$ cat src/rtl/wb_master_pkg.sv
// Shared definitions for Wishbone initiators: state encoding and default bus-cycle timeout.
package wb_master_pkg;

  typedef enum logic [2:0] {
    ST_IDLE   = 3'd0,
    ST_RD     = 3'd1,
    ST_RD_GAP = 3'd2,
    ST_WR     = 3'd3,
    ST_WR_GAP = 3'd4,
    ST_FINISH = 3'd5
  } wb_state_t;

  localparam int WB_TIMEOUT = 255;

endpackage

$ cat src/rtl/wb_xfer_timer.sv
// Loadable down-counter that flags a bus cycle which has waited too long.
// A load value of zero leaves the counter idle, so it never expires.
module wb_xfer_timer #(
  parameter int WIDTH = 8
) (
  input  logic             clk,
  input  logic             rst,
  input  logic             load,
  input  logic [WIDTH-1:0] load_val,
  input  logic             en,
  output logic             expired
);

  logic [WIDTH-1:0] cnt;

  // Count down while a bus cycle is outstanding; reload on each new cycle.
  always_ff @(posedge clk or posedge rst) begin
    if (rst) begin
      cnt <= '0;
    end else if (load) begin
      cnt <= load_val;
    end else if (en && (cnt != '0)) begin
      cnt <= cnt - WIDTH'(1);
    end else begin
      cnt <= cnt;
    end
  end

  // Fires in the last permitted wait cycle so the abort edge lands exactly TIMEOUT cycles in.
  assign expired = en && (cnt == WIDTH'(1));

endmodule

$ cat src/rtl/wb_copy_master.sv
// Wishbone classic-cycle block copier: one single read then one single write per word,
// with a dead cycle after each access to swallow trailing acks from registered-ack slaves.
module wb_copy_master
  import wb_master_pkg::*;
#(
  parameter int ADDR_WIDTH   = 32,
  parameter int DATA_WIDTH   = 32,
  parameter int SELECT_WIDTH = DATA_WIDTH / 8,
  parameter int LEN_WIDTH    = 16,
  parameter int TIMEOUT      = WB_TIMEOUT
) (
  input  logic                    clk_i,
  input  logic                    rst_i,
  input  logic                    start_i,
  input  logic [ADDR_WIDTH-1:0]   src_adr_i,
  input  logic [ADDR_WIDTH-1:0]   dst_adr_i,
  input  logic [LEN_WIDTH-1:0]    len_i,
  output logic                    busy_o,
  output logic                    done_o,
  output logic                    err_o,
  output logic [ADDR_WIDTH-1:0]   m_adr_o,
  output logic [DATA_WIDTH-1:0]   m_dat_o,
  input  logic [DATA_WIDTH-1:0]   m_dat_i,
  output logic                    m_we_o,
  output logic [SELECT_WIDTH-1:0] m_sel_o,
  output logic                    m_stb_o,
  output logic                    m_cyc_o,
  input  logic                    m_ack_i,
  input  logic                    m_err_i
);

  localparam int TMO_WIDTH = (TIMEOUT > 1) ? $clog2(TIMEOUT + 1) : 1;

  wb_state_t               state, state_nxt;
  logic [ADDR_WIDTH-1:0]   src, src_nxt, dst, dst_nxt;
  logic [LEN_WIDTH-1:0]    remain, remain_nxt;
  logic [DATA_WIDTH-1:0]   data, data_nxt;
  logic                    err_nxt;
  logic                    stb_nxt, we_nxt, busy_nxt, done_nxt;
  logic [ADDR_WIDTH-1:0]   adr_nxt;
  logic [DATA_WIDTH-1:0]   dat_nxt;
  logic [SELECT_WIDTH-1:0] sel_nxt;
  logic                    tmo_load, tmo_en, tmo_expired;

  wb_xfer_timer #(
    .WIDTH(TMO_WIDTH)
  ) u_timer (
    .clk      (clk_i),
    .rst      (rst_i),
    .load     (tmo_load),
    .load_val (TMO_WIDTH'(TIMEOUT)),
    .en       (tmo_en),
    .expired  (tmo_expired)
  );

  // Next-state, datapath updates and next values of the registered bus outputs.
  always_comb begin
    state_nxt  = state;
    src_nxt    = src;
    dst_nxt    = dst;
    remain_nxt = remain;
    data_nxt   = data;
    err_nxt    = err_o;

    case (state)
      ST_IDLE: begin
        if (start_i) begin
          src_nxt    = src_adr_i;
          dst_nxt    = dst_adr_i;
          remain_nxt = len_i;
          err_nxt    = 1'b0;
          state_nxt  = (len_i == '0) ? ST_FINISH : ST_RD;
        end else begin
          state_nxt = ST_IDLE;
        end
      end
      // Error beats ack; ack beats a coincident timeout.
      ST_RD: begin
        if (m_err_i) begin
          err_nxt   = 1'b1;
          state_nxt = ST_FINISH;
        end else if (m_ack_i) begin
          data_nxt  = m_dat_i;
          src_nxt   = src + ADDR_WIDTH'(SELECT_WIDTH);
          state_nxt = ST_RD_GAP;
        end else if (tmo_expired) begin
          err_nxt   = 1'b1;
          state_nxt = ST_FINISH;
        end else begin
          state_nxt = ST_RD;
        end
      end
      ST_RD_GAP: state_nxt = ST_WR;
      ST_WR: begin
        if (m_err_i) begin
          err_nxt   = 1'b1;
          state_nxt = ST_FINISH;
        end else if (m_ack_i) begin
          dst_nxt   = dst + ADDR_WIDTH'(SELECT_WIDTH);
          state_nxt = ST_WR_GAP;
        end else if (tmo_expired) begin
          err_nxt   = 1'b1;
          state_nxt = ST_FINISH;
        end else begin
          state_nxt = ST_WR;
        end
      end
      ST_WR_GAP: begin
        remain_nxt = remain - LEN_WIDTH'(1);
        state_nxt  = (remain == LEN_WIDTH'(1)) ? ST_FINISH : ST_RD;
      end
      ST_FINISH: state_nxt = ST_IDLE;
      default:   state_nxt = ST_IDLE;
    endcase

    tmo_en   = (state == ST_RD) || (state == ST_WR);
    tmo_load = ((state_nxt == ST_RD) || (state_nxt == ST_WR)) && (state_nxt != state);

    stb_nxt  = (state_nxt == ST_RD) || (state_nxt == ST_WR);
    we_nxt   = (state_nxt == ST_WR);
    sel_nxt  = stb_nxt ? {SELECT_WIDTH{1'b1}} : {SELECT_WIDTH{1'b0}};
    dat_nxt  = (state_nxt == ST_WR) ? data_nxt : {DATA_WIDTH{1'b0}};
    busy_nxt = (state_nxt != ST_IDLE);
    done_nxt = (state_nxt == ST_FINISH);

    case (state_nxt)
      ST_RD:   adr_nxt = src_nxt;
      ST_WR:   adr_nxt = dst_nxt;
      default: adr_nxt = {ADDR_WIDTH{1'b0}};
    endcase
  end

  // State, datapath and bus outputs; reset clears everything immediately, dropping cyc/stb mid-transfer.
  always_ff @(posedge clk_i or posedge rst_i) begin
    if (rst_i) begin
      state   <= ST_IDLE;
      src     <= '0;
      dst     <= '0;
      remain  <= '0;
      data    <= '0;
      err_o   <= 1'b0;
      busy_o  <= 1'b0;
      done_o  <= 1'b0;
      m_adr_o <= '0;
      m_dat_o <= '0;
      m_we_o  <= 1'b0;
      m_sel_o <= '0;
      m_stb_o <= 1'b0;
      m_cyc_o <= 1'b0;
    end else begin
      state   <= state_nxt;
      src     <= src_nxt;
      dst     <= dst_nxt;
      remain  <= remain_nxt;
      data    <= data_nxt;
      err_o   <= err_nxt;
      busy_o  <= busy_nxt;
      done_o  <= done_nxt;
      m_adr_o <= adr_nxt;
      m_dat_o <= dat_nxt;
      m_we_o  <= we_nxt;
      m_sel_o <= sel_nxt;
      m_stb_o <= stb_nxt;
      m_cyc_o <= stb_nxt;
    end
  end

endmodule

$ cat config.mk
export PLATFORM = sky130hd
export DESIGN_NAME = wb_copy_master
export DESIGN_NICKNAME = d
export VERILOG_FILES = /design/src/rtl/wb_master_pkg.sv /design/src/rtl/wb_xfer_timer.sv /design/src/rtl/wb_copy_master.sv
export SDC_FILE = /design/constraint.sdc
export NUM_CORES = 1
export LEC_CHECK = 0
export ABC_AREA = 1
export CELL_PAD_IN_SITES_DETAIL_PLACEMENT = 0
export CELL_PAD_IN_SITES_GLOBAL_PLACEMENT = 1
export CORE_UTILIZATION = 42
export DETAILED_ROUTE_END_ITERATION = 12
export GPL_TIMING_DRIVEN = 1
export PLACE_DENSITY_LB_ADDON = 0.1
export REMOVE_ABC_BUFFERS = 1
export SYNTH_ARGS = -nofsm -noshare
export SYNTH_HDL_FRONTEND = slang
export SYNTH_SLANG_ARGS = --single-unit
$ cat constraint.sdc
create_clock -name clk_i -period 16.14 [get_ports clk_i]
set_input_delay 3.228 -clock clk_i [delete_from_list [all_inputs] [get_ports clk_i]]
set_output_delay 3.228 -clock clk_i [all_outputs]
set_load 0.05 [all_outputs]
==> flow_summary.html, run 1 <==
<table>
<tr><th>Metric</th><th>Value</th></tr>
<tr><th colspan="2">Worst hold path</th></tr>
<tr><td>Class of the tightest hold or removal check</td><td>reg2reg</td></tr>
<tr><th colspan="2">Floorplan</th></tr>
<tr><td>Core area</td><td>0.02292 mm2</td></tr>
<tr><td>Number of I/O pins</td><td>191</td></tr>
<tr><td>Starting utilization of the core area</td><td>0.4335</td></tr>
<tr><td>Cell Rows</td><td>55</td></tr>
<tr><td>Die boundary width</td><td>155.8 um</td></tr>
<tr><td>Chip Height</td><td>155.8 um</td></tr>
<tr><td>Die area</td><td>0.02427 mm2</td></tr>
<tr><th colspan="2">Layout</th></tr>
<tr><td>Fill cell instance count of the final layout</td><td>2214</td></tr>
<tr><td>Final net count</td><td>1541</td></tr>
<tr><td>Antenna cell count</td><td>0</td></tr>
<tr><td>Final design instance area without fill</td><td>0.01267 mm2</td></tr>
<tr><td>Post-synthesis to final-layout area growth</td><td>27.56%</td></tr>
<tr><td>Final cell utilization of the core</td><td>0.5530</td></tr>
<tr><td>Ratio of cells with drive above 1 in the final layout</td><td>0.09790</td></tr>
<tr><td>Combined flip-flop and latch cell area</td><td>0.004805 mm2</td></tr>
<tr><td>Final Non-Filler Cells</td><td>1743</td></tr>
<tr><td>Area occupied by multi-input gates</td><td>0.004327 mm2</td></tr>
<tr><th colspan="2">Detailed routing</th></tr>
<tr><td>Mean number of vias per cell</td><td>5.061</td></tr>
<tr><td>Remaining antenna violation count</td><td>0</td></tr>
<tr><td>Via count</td><td>8821</td></tr>
<tr><td>DRC Markers</td><td>0</td></tr>
<tr><td>First DRT Iteration DRCs</td><td>612</td></tr>
<tr><td>Post-detailed-routing wire length</td><td>28.41 mm</td></tr>
<tr><td>Routed length per instance</td><td>16.30 um</td></tr>
<tr><td>First drt pass iteration count</td><td>5</td></tr>
<tr><th colspan="2">Worst setup path</th></tr>
<tr><td>Ordered cell list for the critical path</td><td>clkdlybuf4s50_1 -&gt; inv_2 -&gt; nand2_2 -&gt; nor2_4 -&gt; a31oi_1 -&gt; nand2_1 -&gt; inv_2 -&gt; nor2_4 -&gt; buf_4 -&gt; inv_2 -&gt; nor2_2</td></tr>
<tr><td>Critical-path top delay cell</td><td>sky130_fd_sc_hd__nor2_4</td></tr>
<tr><td>Startpoint class of the critical path</td><td>primary input</td></tr>
<tr><td>Worst path most repeated cell</td><td>sky130_fd_sc_hd__inv_2</td></tr>
<tr><td>Critical Setup Path Class</td><td>in2reg</td></tr>
<tr><td>Kind of capture point of the worst setup path</td><td>register</td></tr>
<tr><td>Endpoint arrival time on the critical path</td><td>6170 ps</td></tr>
<tr><td>Largest stage delay on the critical path</td><td>610 ps</td></tr>
<tr><td>Worst endpoint required time</td><td>16500 ps</td></tr>
<tr><td>Largest driver fanout on the critical path</td><td>36</td></tr>
<tr><th colspan="2">Timing</th></tr>
<tr><td>Final period util</td><td>0.3596</td></tr>
<tr><td>Worst max-slew margin expressed relative to the limit</td><td>0.3559</td></tr>
<tr><td>Fin Clk Skew</td><td>11.84 ps</td></tr>
<tr><td>Accumulated negative setup slack</td><td>0 ps</td></tr>
<tr><td>Worst Slack Setup Final</td><td>10340 ps</td></tr>
<tr><td>RSZ-0062 raised after global routing</td><td>false</td></tr>
<tr><td>Maximum clock frequency</td><td>172.3 MHz</td></tr>
<tr><td>Period minus WS final</td><td>5804 ps</td></tr>
<tr><td>Number of hold-slack violations in the final timing report</td><td>0</td></tr>
<tr><td># setup viols final</td><td>0</td></tr>
<tr><td>Pins over their slew limit</td><td>0</td></tr>
<tr><td>Worst-margin pin slew</td><td>966.2 ps</td></tr>
<tr><th colspan="2">Place</th></tr>
<tr><td>Post-placement cell count</td><td>1711</td></tr>
<tr><td>Port-buffer cells</td><td>190</td></tr>
<tr><td>Cell area reported after detailed placement</td><td>0.01203 mm2</td></tr>
<tr><td>Post-place setup slack</td><td>9851 ps</td></tr>
<tr><td>Total half-perimeter wirelength after legalization and detailed placement</td><td>20.13 mm</td></tr>
<tr><td>GPL Wtd Cong</td><td>0.8554</td></tr>
<tr><th colspan="2">Clock network</th></tr>
<tr><td>Total clock buffers created by CTS</td><td>17</td></tr>
<tr><td>Buffer count from post-CTS setup fixing</td><td>0</td></tr>
<tr><td>Clock Latency Late Sink</td><td>440 ps</td></tr>
<tr><td>TritonCTS clock tree</td><td>yes</td></tr>
<tr><td>Worst-path clk slew</td><td>80 ps</td></tr>
<tr><td>Clock tree sinks</td><td>192</td></tr>
<tr><td>Post-cts gate resize count</td><td>0</td></tr>
<tr><td>Max clock buf depth</td><td>2</td></tr>
<tr><td>Cell at the root of the clock tree</td><td>sky130_fd_sc_hd__clkbuf_16</td></tr>
<tr><td>Quantity of hold-fixing buffers added after cts</td><td>0</td></tr>
<tr><td>CTS H-tree depth</td><td>4</td></tr>
<tr><th colspan="2">Global routing</th></tr>
<tr><td>Number of global-route vias before repair</td><td>8756</td></tr>
<tr><td>Overall Global Routing Usage</td><td>0.2471</td></tr>
<tr><td>First-pass GRT wire length</td><td>46.31 mm</td></tr>
<tr><td>Largest net degree at the start of global routing</td><td>115</td></tr>
<tr><td>Initial antenna violation count</td><td>0</td></tr>
<tr><td>Overflow left after global routing</td><td>0</td></tr>
<tr><th colspan="2">Logic synthesis</th></tr>
<tr><td>Share of flip-flops with an asynchronous set or reset</td><td>1.000</td></tr>
<tr><td>Largest cells by area after synthesis</td><td>sky130_fd_sc_hd__dfrtp_1, sky130_fd_sc_hd__nand2_1, sky130_fd_sc_hd__inv_1, sky130_fd_sc_hd__nand3_1, sky130_fd_sc_hd__nor2_1</td></tr>
<tr><td>Cell count after synthesis</td><td>1247</td></tr>
<tr><td>Fraction of the yosys area taken by sequential cells</td><td>0.4836</td></tr>
<tr><td>Most used flip-flop cell after synthesis</td><td>sky130_fd_sc_hd__dfrtp_1</td></tr>
<tr><td>Number of enable-type register cells in the synthesized netlist</td><td>0</td></tr>
<tr><td>Average footprint of a synthesized cell</td><td>7.967 um2</td></tr>
<tr><td>Fraction of post-synthesis cell area in the top cell type by area</td><td>0.4836</td></tr>
<tr><td>Total of flip-flops plus latches after synthesis</td><td>192</td></tr>
<tr><td>Mapped cell area</td><td>0.009935 mm2</td></tr>
<tr><td>Count of unique library cells instantiated by Yosys</td><td>47</td></tr>
<tr><td>Synth warnings</td><td>0</td></tr>
<tr><td>Cell type with the largest total area after synthesis</td><td>sky130_fd_sc_hd__dfrtp_1</td></tr>
<tr><th colspan="2">Job</th></tr>
<tr><td>Max-capacitance violation count</td><td>0</td></tr>
<tr><th colspan="2">Pwr</th></tr>
<tr><td>Power per cell area</td><td>184.7 mW/mm2</td></tr>
<tr><td>Leakage power</td><td>5.816 nW</td></tr>
<tr><td>Maximum ir drop on the vdd rail</td><td>0.00009992 V</td></tr>
<tr><th colspan="2">Run status</th></tr>
<tr><td>Run status</td><td>completed</td></tr>
</table>
==> synth_stat cells (6+ instances only) <==
master,n
sky130_fd_sc_hd__a21oi_1,16
sky130_fd_sc_hd__xor2_1,12
sky130_fd_sc_hd__o21ai_0,62
sky130_fd_sc_hd__clkbuf_1,14
sky130_fd_sc_hd__nor2_2,37
sky130_fd_sc_hd__buf_4,14
sky130_fd_sc_hd__nor2_1,90
sky130_fd_sc_hd__ha_1,7
sky130_fd_sc_hd__a22oi_1,32
sky130_fd_sc_hd__dfrtp_1,192
sky130_fd_sc_hd__nor2_4,6
sky130_fd_sc_hd__o211ai_1,16
sky130_fd_sc_hd__inv_1,136
sky130_fd_sc_hd__inv_2,12
sky130_fd_sc_hd__nand3b_1,6
sky130_fd_sc_hd__nand3_1,95
sky130_fd_sc_hd__buf_2,12
sky130_fd_sc_hd__nand2_1,350
sky130_fd_sc_hd__or2_2,33
sky130_fd_sc_hd__nor3_1,23
sky130_fd_sc_hd__nand4_1,30
==> report_power, final <==
part	leakage, nW	switching [mW]	total [mW]	internal, mW
sequential	2.40	0.131	0.798	0.667
combinational	3.11	0.747	1.09	0.347
clock	0.309	0.231	0.448	0.217
==> logic make-up (layout without fill, tap and decap cells) <==
group / Yosys count / in the layout / share of synthesized area
simple gates: 686 / 686 / 0.3142
flops: 192 / 192 / 0.4836
buf+inv: 192 / 375 / 0.08161
compound gates: 155 / 155 / 0.09849
xor+xnor: 15 / 15 / 0.01322
fa+ha+maj: 7 / 7 / 0.008816
==> cell type report <==
type	count	share of cell area
Clock buffer	17	0.03357
Clock inverter	15	0.01748
Inverter	148	0.04443
Tap cell	313	0.03090
Sequential cell	192	0.3791
Multi-Input combinational cell	863	0.3414
Timing Repair Buffer	195	0.1530
==> registers in the layout, summed over array words and instances, names as in the netlist <==
signal       flops
m_we_o           1
done_o           1
src             32
u_timer.cnt      8
err_o            1
m_sel_o          1
m_dat_o         32
m_adr_o         32
data            32
busy_o           1
dst             32
state            3
remain          16
==> layout by cell type (no fill, tap or decap), drive strengths merged, types with 17 or more instances in the layout <==
cell type / count
nand4: 30
nor2: 133
nand2: 354
clkbuf: 17
a22oi: 32
nand3: 99
o21ai: 64
nor3: 25
inv: 154
or2: 33
dfrtp: 192
clkdlybuf4s50: 190
==> per-layer routing <==
metal | GRT usage | wire length [um] | vias to the layer above
li1 | - | - | 4396
met1 | 0.3446 | 13460 | 4176
met2 | 0.3852 | 12920 | 216
met3 | 0.05333 | 1446 | 33
met4 | 0.07190 | 575 | 0
met5 | 0 | 0 | -
==> worst max-delay path, delay by kind of cell <==
family | cells | cell delay (ps)
buffers and inverters | 5 | 1560
AND/OR/NAND/NOR | 5 | 1160
AO/OA/AOI/OAI | 1 | 150
==> worst paths after layout <==
path                               startpoint                    endpoint  slack [ps]  cells after the start
max                                   m_err_i       m_dat_o[12]$_DFF_PP0_       10340                     11
min                          src[1]$_DFF_PP0_            src[1]$_DFF_PP0_         480                      2
max in group asynchronous               rst_i            dst[6]$_DFF_PP0_       11330                      3
min in group asynchronous               rst_i  u_timer.cnt[3]$_DFFE_PP0P_        3340                      2
min reg2reg                  src[1]$_DFF_PP0_            src[1]$_DFF_PP0_         480                      2
max reg2reg                state[2]$_DFF_PP0_       m_dat_o[12]$_DFF_PP0_       13060                     11
==> through the flow <==
step / total power, mW / hold WS [ps]
3_5_place_dp: 1.898 / 461.3
4_1_cts: 2.356 / 479.0
6_report: 2.340 / 475.1
3_3_place_gp: 1.890 / 451.3
2_1_floorplan: 1.524 / 438.4
5_1_grt: 2.520 / 505.3
No activity file was read; power rests on OpenSTA's default activity.
==> run 2, diff against run 1 <==
--- a/config.mk
+++ b/config.mk
@@ -8,7 +8,7 @@
 export ABC_AREA = 1
 export CELL_PAD_IN_SITES_DETAIL_PLACEMENT = 0
 export CELL_PAD_IN_SITES_GLOBAL_PLACEMENT = 1
-export CORE_UTILIZATION = 42
+export CORE_UTILIZATION = 39
 export DETAILED_ROUTE_END_ITERATION = 12
 export GPL_TIMING_DRIVEN = 1
 export PLACE_DENSITY_LB_ADDON = 0.1
==> constraint.sdc (replaced) <==
create_clock -name clk_i -period 6 [get_ports clk_i]
set_input_delay 1.2 -clock clk_i [delete_from_list [all_inputs] [get_ports clk_i]]
set_output_delay 1.2 -clock clk_i [all_outputs]
set_load 0.05 [all_outputs]
==> flow_summary.html, run 2 (synthesized netlist as in run 1, its figures left out) <==
<table>
<tr><th>Metric</th><th>Value</th></tr>
<tr><th colspan="2">Worst setup path</th></tr>
<tr><td>Kind of capture point of the worst setup path</td><td>register</td></tr>
<tr><td>Critical-path top delay cell</td><td>sky130_fd_sc_hd__clkdlybuf4s50_1</td></tr>
<tr><td>Critical Setup Path Class</td><td>in2reg</td></tr>
<tr><td>Ordered cell list for the critical path</td><td>clkdlybuf4s50_1 -&gt; nand2_2 -&gt; nor2_4 -&gt; buf_4 -&gt; a31oi_1 -&gt; nand2_1 -&gt; inv_2 -&gt; nor2_4 -&gt; inv_2 -&gt; nor2_2</td></tr>
<tr><td>R2R Path Start</td><td>state[2]$_DFF_PP0_</td></tr>
<tr><td>Largest driver fanout on the critical path</td><td>36</td></tr>
<tr><td>Largest stage delay on the critical path</td><td>610 ps</td></tr>
<tr><td>Count of cells along the worst register-to-register path</td><td>9</td></tr>
<tr><td>Worst endpoint required time</td><td>6360 ps</td></tr>
<tr><td>Endpoint arrival time on the critical path</td><td>3880 ps</td></tr>
<tr><td>Critical Path Source</td><td>m_ack_i</td></tr>
<tr><td>Startpoint class of the critical path</td><td>primary input</td></tr>
<tr><th colspan="2">Layout</th></tr>
<tr><td>Ratio of cells with drive above 1 in the final layout</td><td>0.09853</td></tr>
<tr><td>Antenna cell count</td><td>0</td></tr>
<tr><td>Final design instance area without fill</td><td>0.01269 mm2</td></tr>
<tr><td>Most frequent cells in the layout</td><td>sky130_fd_sc_hd__nand2_1, sky130_fd_sc_hd__dfrtp_1, sky130_fd_sc_hd__clkdlybuf4s50_1</td></tr>
<tr><td>Post-synthesis to final-layout area growth</td><td>27.71%</td></tr>
<tr><td>Final net count</td><td>1542</td></tr>
<tr><td>Final Non-Filler Cells</td><td>1761</td></tr>
<tr><td>Commonest non-fill, non-tap cell in the layout</td><td>sky130_fd_sc_hd__nand2_1</td></tr>
<tr><td>Final cell utilization of the core</td><td>0.5053</td></tr>
<tr><th colspan="2">Global routing</th></tr>
<tr><td>Overall Global Routing Usage</td><td>0.2393</td></tr>
<tr><td>Largest net degree at the start of global routing</td><td>103</td></tr>
<tr><td>First-pass GRT wire length</td><td>48.10 mm</td></tr>
<tr><td>Number of global-route vias before repair</td><td>8674</td></tr>
<tr><td>Overflow left after global routing</td><td>0</td></tr>
<tr><td>Initial antenna violation count</td><td>0</td></tr>
<tr><th colspan="2">Detailed routing</th></tr>
<tr><td>Mean number of vias per cell</td><td>5.026</td></tr>
<tr><td>Remaining antenna violation count</td><td>0</td></tr>
<tr><td>Routed length per instance</td><td>17.12 um</td></tr>
<tr><td>DRC Markers</td><td>0</td></tr>
<tr><td>First drt pass iteration count</td><td>5</td></tr>
<tr><td>Post-detailed-routing wire length</td><td>30.15 mm</td></tr>
<tr><td>Via count</td><td>8851</td></tr>
<tr><td>First DRT Iteration DRCs</td><td>547</td></tr>
<tr><th colspan="2">Clock network</th></tr>
<tr><td>TritonCTS clock tree</td><td>yes</td></tr>
<tr><td>CTS H-tree depth</td><td>4</td></tr>
<tr><td>Worst-path clk slew</td><td>80 ps</td></tr>
<tr><td>Buffer count from post-CTS setup fixing</td><td>0</td></tr>
<tr><td>Clock tree sinks</td><td>192</td></tr>
<tr><td>Post-cts gate resize count</td><td>0</td></tr>
<tr><td>Total clock buffers created by CTS</td><td>17</td></tr>
<tr><td>Max clock buf depth</td><td>2</td></tr>
<tr><td>Clock Latency Late Sink</td><td>440 ps</td></tr>
<tr><td>Cell at the root of the clock tree</td><td>sky130_fd_sc_hd__clkbuf_16</td></tr>
<tr><td>Quantity of hold-fixing buffers added after cts</td><td>0</td></tr>
<tr><th colspan="2">Timing</th></tr>
<tr><td>Final period util</td><td>0.5857</td></tr>
<tr><td>Maximum clock frequency</td><td>284.6 MHz</td></tr>
<tr><td># setup viols final</td><td>0</td></tr>
<tr><td>Fin Clk Skew</td><td>12.73 ps</td></tr>
<tr><td>Number of hold-slack violations in the final timing report</td><td>0</td></tr>
<tr><td>Worst max-slew margin expressed relative to the limit</td><td>0.3604</td></tr>
<tr><td>RSZ-0062 raised after global routing</td><td>false</td></tr>
<tr><td>Pins over their slew limit</td><td>0</td></tr>
<tr><td>Accumulated negative setup slack</td><td>0 ps</td></tr>
<tr><td>Period minus WS final</td><td>3514 ps</td></tr>
<tr><td>Worst-margin pin slew</td><td>957.1 ps</td></tr>
<tr><th colspan="2">Place</th></tr>
<tr><td>GPL Wtd Cong</td><td>0.8612</td></tr>
<tr><td>Post-placement cell count</td><td>1729</td></tr>
<tr><td>Total half-perimeter wirelength after legalization and detailed placement</td><td>21.19 mm</td></tr>
<tr><td>Port-buffer cells</td><td>190</td></tr>
<tr><td>Cell area reported after detailed placement</td><td>0.01205 mm2</td></tr>
<tr><th colspan="2">Job</th></tr>
<tr><td>Max-capacitance violation count</td><td>0</td></tr>
<tr><th colspan="2">Run status</th></tr>
<tr><td>Run status</td><td>completed</td></tr>
<tr><th colspan="2">Worst hold path</th></tr>
<tr><td>Class of the tightest hold or removal check</td><td>reg2reg</td></tr>
<tr><td>Origin of the worst min-delay path</td><td>src[1]$_DFF_PP0_</td></tr>
<tr><td>Cells on Worst Hold Path</td><td>2</td></tr>
<tr><th colspan="2">Pwr</th></tr>
<tr><td>Power per cell area</td><td>498.8 mW/mm2</td></tr>
<tr><td>Maximum ir drop on the vdd rail</td><td>0.0002176 V</td></tr>
<tr><td>Leakage power</td><td>5.813 nW</td></tr>
<tr><th colspan="2">Floorplan</th></tr>
<tr><td>Die boundary width</td><td>161.6 um</td></tr>
<tr><td>Cell Rows</td><td>58</td></tr>
<tr><td>Chip Height</td><td>161.6 um</td></tr>
<tr><td>Core area</td><td>0.02511 mm2</td></tr>
<tr><td>Starting utilization of the core area</td><td>0.3957</td></tr>
<tr><td>Number of I/O pins</td><td>191</td></tr>
<tr><td>Die area</td><td>0.02612 mm2</td></tr>
</table>
run 2: cell types whose count changed in the layout (fill, tap and decap cells not counted):
cell                         delta
sky130_fd_sc_hd__buf_4          +1
sky130_fd_sc_hd__clkinv_8       -1
sky130_fd_sc_hd__clkinvlp_4     +1
sky130_fd_sc_hd__inv_12         -1
sky130_fd_sc_hd__inv_8          +1
run 2: path summary, 6_finish.rpt:
path	end	slack, ps
max	m_dat_o[12]$_DFF_PP0_	2490
min	src[1]$_DFF_PP0_	480
max reg2reg	m_dat_o[12]$_DFF_PP0_	2580
min reg2reg	src[1]$_DFF_PP0_	480
max in group asynchronous	m_dat_o[30]$_DFF_PP0_	3630
min in group asynchronous	u_timer.cnt[5]$_DFFE_PP0P_	1280
run 2: power breakdown:
part           leakage [nW]  switching [mW]  total [mW]  internal, mW
clock network         0.301           0.630        1.21         0.579
registers              2.40           0.361        2.16          1.79
logic                  3.11            2.03        2.96         0.935
total                  5.81            3.02        6.33          3.31
run 2: area by class of cell:
| class | instances | area [um2] |
|---|---|---|
| Clock buffer | 17 | 425.4 |
| Clock inverter | 15 | 207.7 |
| Fill cell | 2532 | 12420 |
| Inverter | 148 | 563.0 |
| Multi-Input combinational cell | 863 | 4327 |
| Sequential cell | 192 | 4805 |
| Tap cell | 330 | 412.9 |
| Timing Repair Buffer | 196 | 1947 |
run 2: critical path, delay by kind of cell:
kind | cells | cell delay [ps]
and+or+nand+nor | 5 | 1050
buffers and inverters | 4 | 1470
AOI/OAI and AO/OA | 1 | 130
run 2: stage by stage:
step                      hold slack [ps]  worst slack (ps)  power (mW)
after global routing                524.4              2292       6.780
final                               479.0              2486       6.329
after global placement              453.0              2112       5.126
after floorplan                     438.4            -427.2       4.099
after detailed placement            460.3              2011       5.143
after CTS                           479.5              2472       6.380
run 2: routing by layer:
layer / up-vias / track usage / wire length [um]
met3: 27 / 0.05008 / 2007
met4: 0 / 0.05575 / 380
met5: - / 0 / 0
met1: 4168 / 0.3439 / 14190
met2: 277 / 0.3681 / 13570
li1: 4379 / - / -
